===== src/rtl/frv_dmem_arbiter_pkg.sv =====
// Shared definitions for the data-memory arbiter: owner ids and the select helper.
package frv_dmem_arbiter_pkg;

    // Owner ids recorded in the owner FIFO for each accepted request.
    localparam logic ARB_OWNER_M0 = 1'b0;
    localparam logic ARB_OWNER_M1 = 1'b1;

    // Picks the master to present when no handshake is in progress.
    // m1_first flips the default m0 priority (used when m1 has been starved).
    function automatic logic arb_pick(input logic m0_req,
                                      input logic m1_req,
                                      input logic m1_first);
        logic owner;
        owner = ARB_OWNER_M0;
        if (m1_first) begin
            owner = m1_req ? ARB_OWNER_M1 : ARB_OWNER_M0;
        end else begin
            owner = (!m0_req && m1_req) ? ARB_OWNER_M1 : ARB_OWNER_M0;
        end
        return owner;
    endfunction

endpackage


===== src/rtl/frv_dmem_arb_owner_fifo.sv =====
// Owner FIFO: 1-bit entries recording which master issued each outstanding request.
// Pointers wrap naturally at DEPTH (power of 2); count is one bit wider than the pointers.
module frv_dmem_arb_owner_fifo
    import frv_dmem_arbiter_pkg::*;
#(
    parameter int DEPTH = 2
) (
    input  logic g_clk,
    input  logic g_reset,
    input  logic push,
    input  logic pop,
    input  logic din,
    output logic head,
    output logic full,
    output logic empty
);

    localparam int AW = (DEPTH > 1) ? $clog2(DEPTH) : 1;
    localparam int CW = $clog2(DEPTH) + 1;

    logic [DEPTH-1:0] r_mem;
    logic [AW-1:0]    r_wr_ptr;
    logic [AW-1:0]    r_rd_ptr;
    logic [CW-1:0]    r_count;
    logic             w_do_push;
    logic             w_do_pop;

    assign full      = (r_count == CW'(DEPTH));
    assign empty     = (r_count == '0);
    assign head      = r_mem[r_rd_ptr];
    assign w_do_push = push && !full;
    assign w_do_pop  = pop && !empty;

    // Storage and write pointer: entry written at the tail on push.
    always_ff @(posedge g_clk or posedge g_reset) begin
        if (g_reset) begin
            r_mem    <= {DEPTH{ARB_OWNER_M0}};
            r_wr_ptr <= '0;
        end else if (w_do_push) begin
            r_mem[r_wr_ptr] <= din;
            r_wr_ptr        <= (DEPTH == 1) ? '0 : r_wr_ptr + 1'b1;
        end
    end

    // Read pointer advances past the head on pop.
    always_ff @(posedge g_clk or posedge g_reset) begin
        if (g_reset) begin
            r_rd_ptr <= '0;
        end else if (w_do_pop) begin
            r_rd_ptr <= (DEPTH == 1) ? '0 : r_rd_ptr + 1'b1;
        end
    end

    // Occupancy: simultaneous push and pop leave the count unchanged.
    always_ff @(posedge g_clk or posedge g_reset) begin
        if (g_reset) begin
            r_count <= '0;
        end else begin
            case ({w_do_push, w_do_pop})
                2'b10:   r_count <= r_count + 1'b1;
                2'b01:   r_count <= r_count - 1'b1;
                default: r_count <= r_count;
            endcase
        end
    end

endmodule


===== src/rtl/frv_dmem_arbiter.sv =====
// Data-memory port arbiter between the LSU (m0) and an auxiliary master (m1).
// Requests use req/gnt; responses return in order and are routed by the owner FIFO.
// Optional anti-starvation for m1 is enabled by defining FRV_DMEM_ARB_STARVE_EN.
module frv_dmem_arbiter
    import frv_dmem_arbiter_pkg::*;
#(
    parameter int XL           = 31,
    parameter int OUTSTANDING  = 2,
    parameter int STARVE_LIMIT = 4
) (
    input  logic          g_clk,
    input  logic          g_reset,

    input  logic          m0_req,
    input  logic          m0_wen,
    input  logic [3:0]    m0_strb,
    input  logic [XL:0]   m0_wdata,
    input  logic [XL:0]   m0_addr,
    output logic          m0_gnt,
    output logic          m0_recv,
    output logic [XL:0]   m0_rdata,
    output logic          m0_error,

    input  logic          m1_req,
    input  logic          m1_wen,
    input  logic [3:0]    m1_strb,
    input  logic [XL:0]   m1_wdata,
    input  logic [XL:0]   m1_addr,
    output logic          m1_gnt,
    output logic          m1_recv,
    output logic [XL:0]   m1_rdata,
    output logic          m1_error,

    output logic          dmem_req,
    output logic          dmem_wen,
    output logic [3:0]    dmem_strb,
    output logic [XL:0]   dmem_wdata,
    output logic [XL:0]   dmem_addr,
    input  logic          dmem_gnt,
    input  logic          dmem_recv,
    input  logic [XL:0]   dmem_rdata,
    input  logic          dmem_error,

    output logic          arb_orphan
);

    logic w_fifo_full;
    logic w_fifo_empty;
    logic w_head;
    logic w_issue;
    logic w_grant;
    logic w_pop;
    logic w_sel;
    logic w_m1_first;

    logic r_sel_lock;
    logic r_sel_prev;
    logic r_orphan;

    // No same-cycle bypass: a full FIFO blocks issue even if a response arrives.
    assign w_issue  = (m0_req || m1_req) && !w_fifo_full && !g_reset;
    assign w_grant  = w_issue && dmem_gnt;
    assign w_pop    = dmem_recv && !w_fifo_empty && !g_reset;
    assign dmem_req = w_issue;

`ifdef FRV_DMEM_ARB_STARVE_EN
    localparam int SW = $clog2(STARVE_LIMIT + 1);

    logic [SW-1:0] r_starve_cnt;

    // Counts m0 grants taken while m1 waits; saturates so m1 keeps priority until served.
    always_ff @(posedge g_clk or posedge g_reset) begin
        if (g_reset) begin
            r_starve_cnt <= '0;
        end else if (!m1_req || (w_grant && (w_sel == ARB_OWNER_M1))) begin
            r_starve_cnt <= '0;
        end else if (w_grant && (w_sel == ARB_OWNER_M0) &&
                     (r_starve_cnt != SW'(STARVE_LIMIT))) begin
            r_starve_cnt <= r_starve_cnt + 1'b1;
        end
    end

    assign w_m1_first = (r_starve_cnt == SW'(STARVE_LIMIT));
`else
    logic w_unused_starve_limit;

    assign w_m1_first            = 1'b0;
    assign w_unused_starve_limit = (STARVE_LIMIT != 0);
`endif

    // Master selection: a stalled handshake keeps the master it started with.
    always_comb begin
        w_sel = ARB_OWNER_M0;
        if (r_sel_lock) begin
            w_sel = r_sel_prev;
        end else begin
            w_sel = arb_pick(m0_req, m1_req, w_m1_first);
        end
    end

    // Lock tracks a presented-but-not-accepted request so the mux cannot switch mid-handshake.
    always_ff @(posedge g_clk or posedge g_reset) begin
        if (g_reset) begin
            r_sel_lock <= 1'b0;
            r_sel_prev <= ARB_OWNER_M0;
        end else if (w_issue) begin
            if (dmem_gnt) begin
                r_sel_lock <= 1'b0;
            end else begin
                r_sel_lock <= 1'b1;
                r_sel_prev <= w_sel;
            end
        end
    end

    // Response arriving with nothing outstanding is flagged one cycle later.
    always_ff @(posedge g_clk or posedge g_reset) begin
        if (g_reset) begin
            r_orphan <= 1'b0;
        end else begin
            r_orphan <= dmem_recv && w_fifo_empty;
        end
    end

    frv_dmem_arb_owner_fifo #(
        .DEPTH (OUTSTANDING)
    ) u_owner_fifo (
        .g_clk   (g_clk),
        .g_reset (g_reset),
        .push    (w_grant),
        .pop     (w_pop),
        .din     (w_sel),
        .head    (w_head),
        .full    (w_fifo_full),
        .empty   (w_fifo_empty)
    );

    assign dmem_wen   = (w_sel == ARB_OWNER_M1) ? m1_wen   : m0_wen;
    assign dmem_strb  = (w_sel == ARB_OWNER_M1) ? m1_strb  : m0_strb;
    assign dmem_wdata = (w_sel == ARB_OWNER_M1) ? m1_wdata : m0_wdata;
    assign dmem_addr  = (w_sel == ARB_OWNER_M1) ? m1_addr  : m0_addr;

    assign m0_gnt   = w_grant && (w_sel == ARB_OWNER_M0);
    assign m1_gnt   = w_grant && (w_sel == ARB_OWNER_M1);
    assign m0_recv  = w_pop && (w_head == ARB_OWNER_M0);
    assign m1_recv  = w_pop && (w_head == ARB_OWNER_M1);
    assign m0_rdata = dmem_rdata;
    assign m1_rdata = dmem_rdata;
    assign m0_error = dmem_error && m0_recv;
    assign m1_error = dmem_error && m1_recv;

    assign arb_orphan = r_orphan;

endmodule


===== config.mk =====
export PLATFORM = sky130hd
export DESIGN_NAME = frv_dmem_arbiter
export DESIGN_NICKNAME = d
export VERILOG_FILES = /design/src/rtl/frv_dmem_arbiter_pkg.sv /design/src/rtl/frv_dmem_arb_owner_fifo.sv /design/src/rtl/frv_dmem_arbiter.sv
export SDC_FILE = /design/constraint.sdc
export NUM_CORES = 1
export LEC_CHECK = 0
export CAP_MARGIN = 5
export CORE_AREA = 2 2 125 127
export CTS_CLUSTER_SIZE = 16
export DETAILED_ROUTE_END_ITERATION = 16
export DIE_AREA = 0 0 127 129
export GPL_TIMING_DRIVEN = 0
export SYNTH_ARGS = -nofsm -noshare
export SYNTH_HDL_FRONTEND = slang
export SYNTH_SLANG_ARGS = --single-unit

===== constraint.sdc =====
create_clock -name g_clk -period 1.9 [get_ports g_clk]
set_clock_uncertainty 0.1 [all_clocks]
set_input_delay 0.475 -clock g_clk [delete_from_list [all_inputs] [get_ports g_clk]]
set_output_delay 0.475 -clock g_clk [all_outputs]
set_load 0.05 [all_outputs]

==> flow_metrics.tcl <==
set metrics [dict create \
    sequential_element_share_of_the_synthesized_area 0.1221 \
    globalRouteOverflowTotal 0 \
    area_delta_synth_final_pct 218.4 \
    yosys_most_used_dff "dfrtp_1" \
    layout_worst_path_cycle_share 1.250 \
    fillerInstances 1447 \
    tns_ns -31.86 \
    wl_met2_mm 6.592 \
    postSynthRegisterBits 9 \
    wirelength_mm 11.85 \
    grt_start_max_net_pins 11 \
    worstPathRequired_ns 1.32 \
    post_layout_worst_setup_margin_ns -0.4754 \
    worstReg2RegStart "u_owner_fifo.r_count[1]$_DFFE_PP0P_" \
    drt-pass1-iter-count 4 \
    clock_tree.root_cell "clkbuf_16" \
    clock_latency_ns 0.24 \
    worst_r2r_endpoint "u_owner_fifo.r_count[1]$_DFFE_PP0P_" \
    fp.dieH_um 129 \
    layout-drive-gt1-share 0.5440 \
    drt_first_iter_violations 34 \
    setup.worst_path.class "reg -> out" \
    tritoncts "yes" \
    wirelength_met1_mm 4.190 \
    slew_viol_final 0 \
    fp.dieW_um 127 \
    avgViaCountPerCell 3.724 \
    postSynthCellCount 184 \
    cts.clk_slew.worst_paths_ns 0.04 \
    synth_warnings 0 \
    dr.max_layer_used "met4" \
    clk_path_buf_depth 2 \
    grt_setup_unrepaired "true" \
    final_area_mm2 0.005872 \
    nets 679 \
    pwr_density_cell_mw_per_mm2 1152 \
    grt_antenna_before_repair 1 \
    vdd.ir_drop.worst_mv 0.6362 \
    design.die.area_mm2 0.01638 \
    sequential_cell_area_um2 226.5 \
    violations "negative setup slack" \
    yosys-top-cells-area "mux2_2 (43%), buf_4 (26%), dfrtp_1 (12%), buf_6 (4.9%), xnor2_1 (1.4%)" \
    yosysUniqueCellTypes 28 \
    critPathArrivalTime_ns 1.80 \
    final-hold-violation-count 0 \
    syn_avg_cell_area_um2 10.02 \
    status "finished, violations left" \
    yosysMostFrequentCell "mux2_2" \
    io_pins 318 \
    port-buffer-count 285 \
    period_needed_ns 2.375 \
    hold_path_class "in -> async" \
    worstPathMaxFanout 8 \
    critPathCaptureType "output port" \
    dp.final_hpwl_mm 9.735 \
    gp_congestion 0.8256 \
    synth-edff-count 0 \
    postRouteAntennaNets 0 \
    post-synth-top-area-fraction 0.4335 \
    synthArstFlopShare 1.000 \
    synth.cells.most_frequent "mux2_2 (71), buf_4 (64), dfrtp_1 (9), buf_6 (8), nor2_1 (4)" \
    multi_input_comb_area_mm2 0.001376 \
    cts_buffers 3 \
    fin_util 0.3921 \
    postSynthNetCount 362 \
    timing.final.setup_violations 75 \
    drc_viols 0 \
    route.met3.wl_um 882 \
    max-slew-margin-rel 0.6644 \
    drv_cap 0 \
    grt_pass1_wl_mm 15.30 \
    clock_tree.htree_level_count 1 \
    dpl-instance-area_mm2 0.005119 \
    global_routing_usage_summed_across_all_routing_layers 0.1210 \
    critPathLaunchType "flop" \
    worst_slew_pin_slew_ns 0.5054 \
    p_total_uw 6762 \
    clock_sink_count 9 \
    reg2reg_setup_slack_ns 0.07 \
    synth.largest_area_cell "mux2_2" \
    maxClockFrequency_ghz 0.4210 \
    hold_buffers 0 \
    grt_pass1_vias 2553 \
    fp-row-count 45 \
    cell_area_synth_mm2 0.001844 \
    num_vias 2566 \
    power_leakage_uw 0.002738 \
    avg_wl_per_cell_um 17.20 \
    design.core.area_mm2 0.01498 \
    dpl_worst_slack_ns -1.549 \
    worstRegToRegCells 7 \
    initial_core_util 0.1231 \
]
==> area by class of cell <==
type                       instances  share of cell area
timing repair buffer             313              0.5668
multi-input combinational        102              0.2344
buffer                            71              0.1057
tap                              188             0.04006
sequential                         9             0.03857
clock buffer                       4             0.01342
inverter                           1           0.0006393
antenna                            1           0.0004262
==> layer usage <==
| layer | global-route usage | up-vias |
|---|---|---|
| li1 | - | 1212 |
| met1 | 0.1383 | 1214 |
| met2 | 0.2293 | 128 |
| met3 | 0.02453 | 12 |
| met4 | 0.03167 | 0 |
| met5 | 0 | - |
==> placed cells by master (no fill, tap or decap), drive strengths merged, types with 2 or more instances in the layout <==
| cell type | count |
|---|---|
| and2 | 2 |
| buf | 173 |
| clkbuf | 10 |
| clkdlybuf4s50 | 139 |
| dfrtp | 9 |
| dlygate4sd2 | 66 |
| mux2 | 71 |
| nand2b | 2 |
| nor2 | 5 |
| nor2b | 2 |
| o21a | 2 |
| xnor2 | 3 |
| xor2 | 2 |
==> what timing repair did <==
item | CTS | global route
endpoints found under the setup margin | 145 | 77
gates cloned | 2 | 6
pin swaps | 10 | 6
setup buffers | 18 | 5
gates resized for setup | 654 | 47
==> through the flow <==
stage	hold slack (ns)	cells
after floorplan	0.2029	184
after global placement	0.3773	657
after detailed placement	0.3781	657
after CTS	0.1277	679
after global routing	0.1709	689
final	0.1300	689
==> worst max-delay path: stages, from the launching register on <==
cell	delay, ns
dfrtp_1	0.38
nand2b_4	0.16
o21ai_4	0.13
buf_6	0.13
clkbuf_16	0.16
buf_12	0.14
mux2_4	0.31
buf_6	0.15
==> worst max path at each step <==
stage	from	endpoint	slack, ns	cells after the start
global route	r_sel_lock$_DFFE_PP0N_	dmem_addr[7]	-0.53	7
CTS	r_sel_lock$_DFFE_PP0N_	dmem_wdata[28]	-0.53	7
finish	r_sel_lock$_DFFE_PP0N_	dmem_addr[5]	-0.48	7
global placement	m1_req	dmem_wdata[28]	-1.56	6
detailed placement	m1_req	dmem_addr[8]	-1.55	6
floorplan	g_reset	m0_gnt	-0.15	4
==> registers in the layout, summed over array words and instances (netlist names) <==
| name | cells |
|---|---|
| u_owner_fifo.r_count | 2 |
| u_owner_fifo.r_mem | 2 |
| u_owner_fifo.r_rd_ptr | 1 |
| r_sel_prev | 1 |
| u_owner_fifo.r_wr_ptr | 1 |
| arb_orphan | 1 |
| r_sel_lock | 1 |
==> where the power goes <==
part | internal (uW) | total, uW | switching, uW
clock | 281 | 374 | 93.7
combinational | 2980 | 6020 | 3040
sequential | 285 | 372 | 86.4
total | 3540 | 6760 | 3220
==> cells by family (layout without fill, tap and decap cells) <==
logic type | count (synthesis) | in the layout | share of synthesized area
adder cells (fa/ha/maj) | 1 | 1 | 0.006783
buffers and inverters | 73 | 389 | 0.3114
flip-flops | 9 | 9 | 0.1221
AO/OA/AOI/OAI | 5 | 5 | 0.02578
other | 0 | 1 | 0
XOR/XNOR | 5 | 5 | 0.02375
AND/OR/NAND/NOR | 19 | 19 | 0.07124
multiplexers | 72 | 72 | 0.4389
Note: power is estimated with default switching activity, not from simulation.
